**config.mk**
```make
export PLATFORM = sky130hd
export DESIGN_NAME = uart_tx_arbiter
export DESIGN_NICKNAME = d
export VERILOG_FILES = /design/src/rtl/uart_tx_arbiter.sv
export SDC_FILE = /design/constraint.sdc
export NUM_CORES = 1
export LEC_CHECK = 0
export CORE_MARGIN = 2
export CORE_UTILIZATION = 40
export CTS_CLUSTER_DIAMETER = 100
export CTS_CLUSTER_SIZE = 12
export DETAILED_ROUTE_END_ITERATION = 10
export PLACE_DENSITY = 0.7
export SLEW_MARGIN = 10
export SYNTH_ARGS = -nofsm -noshare
export SYNTH_HDL_FRONTEND = slang
export SYNTH_SLANG_ARGS = --single-unit
export TNS_END_PERCENT = 100
```
**constraint.sdc**
```tcl
create_clock -name clk -period 3.5 [get_ports clk]
set_input_delay 0.875 -clock clk [delete_from_list [all_inputs] [get_ports clk]]
set_output_delay 0.875 -clock clk [all_outputs]
set_load 0.01 [all_outputs]
```
**src/rtl/uart_tx_arbiter.sv**
```systemverilog
// Round-robin scheduler sharing one UART tx line between NUM_REQ byte producers.
// Frames are start, DATA_BITS data LSB-first, STOP_BITS stop; all bit timing from tx_tick.
//
// state | meaning
// IDLE  | line idle high, waiting for a tick with any req set
// START | start bit (low) on the line
// DATA  | data bits on the line, LSB first
// STOP  | stop bit(s) high; final stop tick may chain straight into the next grant
module uart_tx_arbiter #(
    parameter int NUM_REQ   = 4,
    parameter int DATA_BITS = 8,
    parameter int STOP_BITS = 1
) (
    input  logic                           clk,
    input  logic                           rst,
    input  logic                           tx_tick,
    input  logic [NUM_REQ-1:0]             req,
    input  logic [NUM_REQ*DATA_BITS-1:0]   din,
    output logic [NUM_REQ-1:0]             ack,
    output logic [$clog2(NUM_REQ)-1:0]     owner,
    output logic                           busy,
    output logic                           frame_done,
    output logic                           tx
);
    localparam int IW = $clog2(NUM_REQ);
    localparam int BW = $clog2(DATA_BITS);

    typedef enum logic [1:0] {IDLE, START, DATA, STOP} state_t;

    state_t                 state;
    logic [DATA_BITS-1:0]   shift;
    logic [BW-1:0]          bit_cnt;
    logic                   stop_cnt;
    logic [IW-1:0]          last_grant;

    logic [DATA_BITS-1:0]   din_arr [NUM_REQ];
    logic                   grant_valid;
    logic [IW-1:0]          grant_idx;
    logic [IW-1:0]          cand;
    logic                   do_grant;

    for (genvar i = 0; i < NUM_REQ; i++) begin : g_din
        assign din_arr[i] = din[i*DATA_BITS +: DATA_BITS];
    end

    // Search from last_grant+1 upward with wrap; scanning far-to-near lets the nearest win.
    always_comb begin
        grant_valid = 1'b0;
        grant_idx   = '0;
        cand        = '0;
        for (int k = NUM_REQ; k >= 1; k--) begin
            cand = IW'((int'(last_grant) + k) % NUM_REQ);
            if (req[cand]) begin
                grant_valid = 1'b1;
                grant_idx   = cand;
            end
        end
    end

    assign do_grant = tx_tick && grant_valid &&
                      ((state == IDLE) || (state == STOP && stop_cnt == 1'b0));

    always_ff @(posedge clk or posedge rst) begin
        if (rst) begin
            state      <= IDLE;
            tx         <= 1'b1;
            busy       <= 1'b0;
            ack        <= '0;
            frame_done <= 1'b0;
            owner      <= '0;
            last_grant <= IW'(NUM_REQ - 1);
            shift      <= '0;
            bit_cnt    <= '0;
            stop_cnt   <= 1'b0;
        end else begin
            ack        <= '0;
            frame_done <= 1'b0;
            if (tx_tick && state == STOP && stop_cnt == 1'b0)
                frame_done <= 1'b1;
            if (do_grant) begin
                ack        <= NUM_REQ'(1) << grant_idx;
                shift      <= din_arr[grant_idx];
                owner      <= grant_idx;
                last_grant <= grant_idx;
                tx         <= 1'b0;
                busy       <= 1'b1;
                state      <= START;
            end else if (tx_tick) begin
                case (state)
                    IDLE: ;
                    START: begin
                        tx      <= shift[0];
                        shift   <= shift >> 1;
                        bit_cnt <= BW'(DATA_BITS - 1);
                        state   <= DATA;
                    end
                    DATA: begin
                        if (bit_cnt == '0) begin
                            tx       <= 1'b1;
                            stop_cnt <= 1'(STOP_BITS - 1);
                            state    <= STOP;
                        end else begin
                            tx      <= shift[0];
                            shift   <= shift >> 1;
                            bit_cnt <= bit_cnt - 1'b1;
                        end
                    end
                    STOP: begin
                        if (stop_cnt == 1'b0) begin
                            busy  <= 1'b0;
                            state <= IDLE;
                        end else begin
                            stop_cnt <= stop_cnt - 1'b1;
                        end
                    end
                    default: state <= IDLE;
                endcase
            end
        end
    end
endmodule

```
==> results of run 1 <==
==> cell usage after synthesis, drive strengths merged, types with 2 or more instances <==
cell | n | share of area, %
buf | 6 | 3.1
clkbuf | 3 | 0.97
nand2b | 7 | 2.8
mux2i | 9 | 5.8
dfstp | 3 | 5.1
o211ai | 2 | 0.97
o22ai | 3 | 1.2
nor2b | 6 | 2.6
dfrtp | 21 | 34
o31ai | 4 | 1.9
a31oi | 4 | 1.6
mux2 | 7 | 5.3
ha | 5 | 4.0
o21ai | 8 | 3.3
a222oi | 4 | 2.6
nor2 | 16 | 3.9
inv | 8 | 1.9
a22o | 2 | 1.1
and2 | 3 | 1.2
a21oi | 10 | 3.5
nand2 | 19 | 4.6
==> layer usage <==
metal / GRT usage, % / wire length, um / share of wire (%) / vias to the layer above
li1: - / - / - / 661
met1: 23.07 / 1591 / 45 / 627
met2: 31.00 / 1802 / 50 / 33
met3: 2.215 / 139 / 3.9 / 4
met4: 6.122 / 36 / 1.0 / 0
met5: 0 / 0 / 0 / -
==> flip-flops by register name (all words and copies together) (netlist names) <==
register and count:
tx 1, last_grant 2, shift 8, bit_cnt 3, frame_done 1, state 2, ack 4, owner 2
busy 1
==> worst max-delay path: cells and delay by family <==
kind / cells / cell delay (ns)
AO/OA/AOI/OAI: 4 / 0.74
AND/OR/NAND/NOR: 1 / 0.26
multiplexers: 1 / 0.33
buffers and inverters: 1 / 0.70
==> cell usage in the layout, fill, tap and decap left out, types with 4 or more instances in the layout <==
master,n
clkdlybuf4s50_1,47
dfrtp_1,21
nand2_1,19
nor2_1,16
mux2i_1,9
a21oi_1,9
inv_1,8
nand2b_1,7
nor2b_1,5
ha_1,5
a31oi_1,4
o21ai_0,4
a222oi_1,4
o31ai_1,4
==> worst min-delay path by stage <==
stage                       to  cells after the start        from
floorplan           bit_cnt[0]                      1  bit_cnt[0]
global placement    bit_cnt[0]                      1  bit_cnt[0]
detailed placement  bit_cnt[0]                      1  bit_cnt[0]
CTS                 bit_cnt[0]                      1  bit_cnt[0]
global route        bit_cnt[0]                      1  bit_cnt[0]
finish              bit_cnt[0]                      1  bit_cnt[0]
==> power by group through the flow <==
stage	combinational, W	clock (W)	sequential [W]
3_3_place_gp	0.000778	0	0.000479
6_report	0.000799	0.000168	0.000482
4_1_cts	0.000807	0.000171	0.000481
2_1_floorplan	0.000600	0	0.000469
3_5_place_dp	0.000803	0	0.000483
5_1_grt	0.000891	0.000189	0.000499
==> stage by stage <==
stage	setup WS (ns)	total power, W
final	0.7293	0.001449
after global routing	0.5629	0.001579
after CTS	0.7211	0.001460
after detailed placement	0.4367	0.001286
after global placement	0.4799	0.001256
after floorplan	1.220	0.001069
==> logic make-up after synthesis <==
logic type               Yosys count  synth area share, %
multiplexers                      16                11.14
AND/OR/NAND/NOR                   54                16.55
adder cells (fa/ha/maj)            5                4.036
buffers and inverters             17                6.053
AO/OA/AOI/OAI                     45                23.25
flip-flops                        24                38.98
==> layout make-up <==
class                   instances  area (um2)
flip-flops and latches         24       604.3
clock buffers                   4       45.04
repair buffers                 49       485.5
multi-input cells             120       852.1
fillers                       347        1612
well taps                      48       60.06
inverters                       8       30.03
==> results.yml, run 1 <==
status:
  status: "finished clean"
logic_synthesis:
  synth-main-ff-cell: "dfrtp_1"
  syn_area_per_cell_um2: 9.629
  syn-instance-count: 161
  postSynthNetCount: 205
  synth_seq_cells: 24
  ys_seq_area_share_pct: 38.98
  synthArstFlopShare_pct: 100.0
  yosysWarnings: 0
  synth-edff-count: 0
  syn-cell-area_um2: 1550
  synthDistinctLibCells: 42
clock_tree:
  cts-root-buf: "clkbuf_8"
  clk_latency_ns: 0.27
  htreeDepth: 1
  cts_hold_buf: 0
  cts_resized: 0
  cts_setup_buffers: 0
  cts_buffers: 3
  clock_sinks: 24
  cts_tree: "yes"
  clockBufferDepth: 2
  path_clk_slew_ns: 0.08
floorplan:
  die_x_um: 66.26
  io_pins: 48
  die_area_um2: 4390
  die_h_um: 66.26
  start_util_pct: 42.03
  core_area_um2: 3689
  fp-row-count: 22
global_route:
  grt_usage_pct: 17.99
  grt_max_degree: 25
  antenna_found_initial: 0
  grt_pass1_wl_um: 6141
  grt_pass1_vias: 1360
  overflow: 0
sta:
  tns_ns: 0
  setup_viol: 0
  hold_viol: 0
  tightest_slew_ns: 0.8983
  relSlewSlack_pct: 40.05
  drv_slew: 0
  rsz0062_at_grt: "false"
  fin_skew_ns: 0.005225
  fin_crit_ns: 2.771
  max_freq_mhz: 360.9
  finalCritPeriodShare_pct: 79.16
  holdWs_ns: 0.4904
power_and_ir_drop:
  p_per_area_nw_per_um2: 697.8
  p_seq_share_pct: 33.3
  power.leakage_nw: 0.9075
  power_switching_w: 0.0005833
  switching_share_pct: 40.25
  intPower_w: 0.0008661
  peakVddDrop_mv: 0.2954
  pwr-share-clk_pct: 11.6
  power_frac_comb_pct: 55.1
cells_and_area:
  final_nets: 250
  antennaDiodeCount: 0
  layout-drive-gt1-share_pct: 9.756
  final_util_pct: 56.31
  area_growth_pct: 33.98
  instances_no_fill: 253
  design_area_um2: 2077
setup_path:
  crit_fanout: 10
  cp-end-kind: "flip-flop"
  worstSetupPathType: "in -> reg"
  crit_start: "req[3]"
  crit_arrival_ns: 2.90
  r2r-end: "ack[3]"
  crit_chain: "clkdlybuf4s50_1 -> nor2b_2 -> a21oi_2 -> o221ai_4 -> mux2_4 -> a222oi_1 -> a21oi_1"
  critPathCapture: "shift[5]"
  worstReg2RegStart: "state[0]"
  max_stage_delay_ns: 0.70
  start_kind: "primary input"
  worst-endpoint-required_ns: 3.63
  worst-r2r-setup-slack_ns: 1.49
  reg2reg_depth: 6
  critPathSlowestCell: "clkdlybuf4s50_1"
routing:
  wl_um: 3570
  vias: 1325
  viasPerCell: 5.237
  drc_errors: 0
  wl_per_cell_um: 14.11
  drt_pre_antenna_iters: 5
  ant_nets: 0
  drt_iter0_drc: 60
run:
  cap_violations: 0
place:
  io_buffers: 47
  dp.cells: 249
  dp_hpwl_um: 2747
  routabilityCongestion: 0.8464
  placed_cell_area_um2: 2032
min_path:
  min_path_type: "reg -> reg"
(Power assumes the default switching activity.)
==> run 2, diff against run 1 <==
==> constraint.sdc (replaced) <==
create_clock -name clk -period 2.85 [get_ports clk]
set_input_delay 0.7125 -clock clk [delete_from_list [all_inputs] [get_ports clk]]
set_output_delay 0.7125 -clock clk [all_outputs]
set_load 0.01 [all_outputs]
==> run 2 against run 1 <==
Effect of this change:
- non-clock buffer count up 8
- routed wire length rose by 4.9%
- register-to-register slack lost 0.65 ns
- count of clock-buffer cells in the layout did not move
- sequential cell count unchanged
- sequential power increased by 23%
==> results.yml, run 2 (synthesis results as in run 1) <==
sta:
  finalWorstSetupSlack_ns: 0.4050
  tightest_slew_ns: 0.4896
  hold_viol: 0
  drv_slew: 0
  fin_crit_ns: 2.445
  fin_skew_ns: 0.008774
  finalCritPeriodShare_pct: 85.79
  max_freq_mhz: 409.0
  tns_ns: 0
  setup_viol: 0
  relSlewSlack_pct: 67.07
  rsz0062_at_grt: "false"
clock_tree:
  cts_setup_buffers: 0
  cts_resized: 0
  cts-root-buf: "clkbuf_8"
  cts_tree: "yes"
  htreeDepth: 1
  cts_hold_buf: 0
  clk_latency_ns: 0.27
  path_clk_slew_ns: 0.09
  cts_buffers: 3
  clockBufferDepth: 2
  clock_sinks: 24
run:
  cap_violations: 0
routing:
  drc_errors: 0
  viasPerCell: 5.295
  drt_pre_antenna_iters: 4
  drt_iter0_drc: 80
  vias: 1382
  ant_nets: 0
  wl_um: 3746
  wl_per_cell_um: 14.35
setup_path:
  worst-endpoint-required_ns: 2.99
  worst-r2r-setup-slack_ns: 0.84
  worstSetupPathType: "in -> reg"
  crit_arrival_ns: 2.58
  crit_start: "req[1]"
  cp-end-kind: "flip-flop"
  crit_fanout: 7
  start_kind: "primary input"
  worstReg2RegStart: "last_grant[1]"
cells_and_area:
  top_regs: "shift (8), ack (4), bit_cnt (3)"
  mostFrequentLayoutCells: "clkdlybuf4s50_1 (47), dfrtp_1 (21), nand2_1 (19)"
  antennaDiodeCount: 0
  largest-register: "shift"
  area_growth_pct: 37.85
  final_util_pct: 57.94
  layout-drive-gt1-share_pct: 13.15
  largest_reg_flops: 8
  layout_commonest_cell: "clkdlybuf4s50_1"
  final_nets: 258
min_path:
  min_path_type: "reg -> reg"
  worstHoldStart: "bit_cnt[0]"
floorplan:
  start_util_pct: 42.03
  core_area_um2: 3689
  io_pins: 48
  die_area_um2: 4390
  die_x_um: 66.26
  die_h_um: 66.26
  fp-row-count: 22
global_route:
  grt_max_degree: 25
  overflow: 0
  grt_usage_pct: 18.06
  antenna_found_initial: 0
  grt_pass1_vias: 1424
  grt_pass1_wl_um: 6092
status:
  status: "finished clean"
power_and_ir_drop:
  peakVddDrop_mv: 0.3772
  total_power_w: 0.001844
  power.leakage_nw: 0.9449
  p_per_area_nw_per_um2: 862.7
place:
  routabilityCongestion: 0.8993
  dp_slack_ns: 0.08477
  io_buffers: 47
  dp_hpwl_um: 2964
[run 2: cell count changes in the layout (fill, tap and decap cells not counted)]
cell   change
buf_4      +8
[run 2: worst paths after layout]
| kind | to | cells past startpoint |
|---|---|---|
| min in group asynchronous | shift[5] | 3 |
| setup reg to reg | shift[0] | 6 |
| max in group asynchronous | last_grant[1] | 3 |
| setup / recovery | shift[0] | 6 |
| hold reg to reg | bit_cnt[0] | 1 |
| hold / removal | bit_cnt[0] | 1 |
[run 2: layout make-up]
cell class,instances,area [um2]
flip-flops and latches,24,604.3
repair buffers,57,545.5
clock buffers,4,45.04
well taps,48,60.06
fillers,339,1551
multi-input cells,120,852.1
inverters,8,30.03
[run 2: worst max-delay path, stage by stage]
cell,delay (ns)
clkdlybuf4s50_1,0.65
mux2i_1,0.18
o221ai_4,0.30
mux2_1,0.35
a222oi_1,0.27
a21oi_1,0.12
[run 2: through the flow]
step,area (um2),instances,hold slack (ns)
after detailed placement,2092,257,0.4854
after CTS,2137,261,0.4950
after floorplan,1550,161,0.4491
after global placement,2092,257,0.4688
after global routing,2137,261,0.5193
final,2137,261,0.4918
[run 2: metal layers]
layer	track usage (%)	part of all wire (%)	wire length, um	vias up
li1	-	-	-	679
met3	2.726	3.9	146	6
met1	21.49	43	1614	663
met2	32.13	51	1926	34
met5	0	0	0	-
met4	7.398	1.5	58	0
[run 2: power by group]
group	switching [W]	leakage [nW]	internal, W
Clock	0.000108	0.0228	0.0000999
Sequential	0.000103	0.280	0.000489
Combinational	0.000527	0.643	0.000517
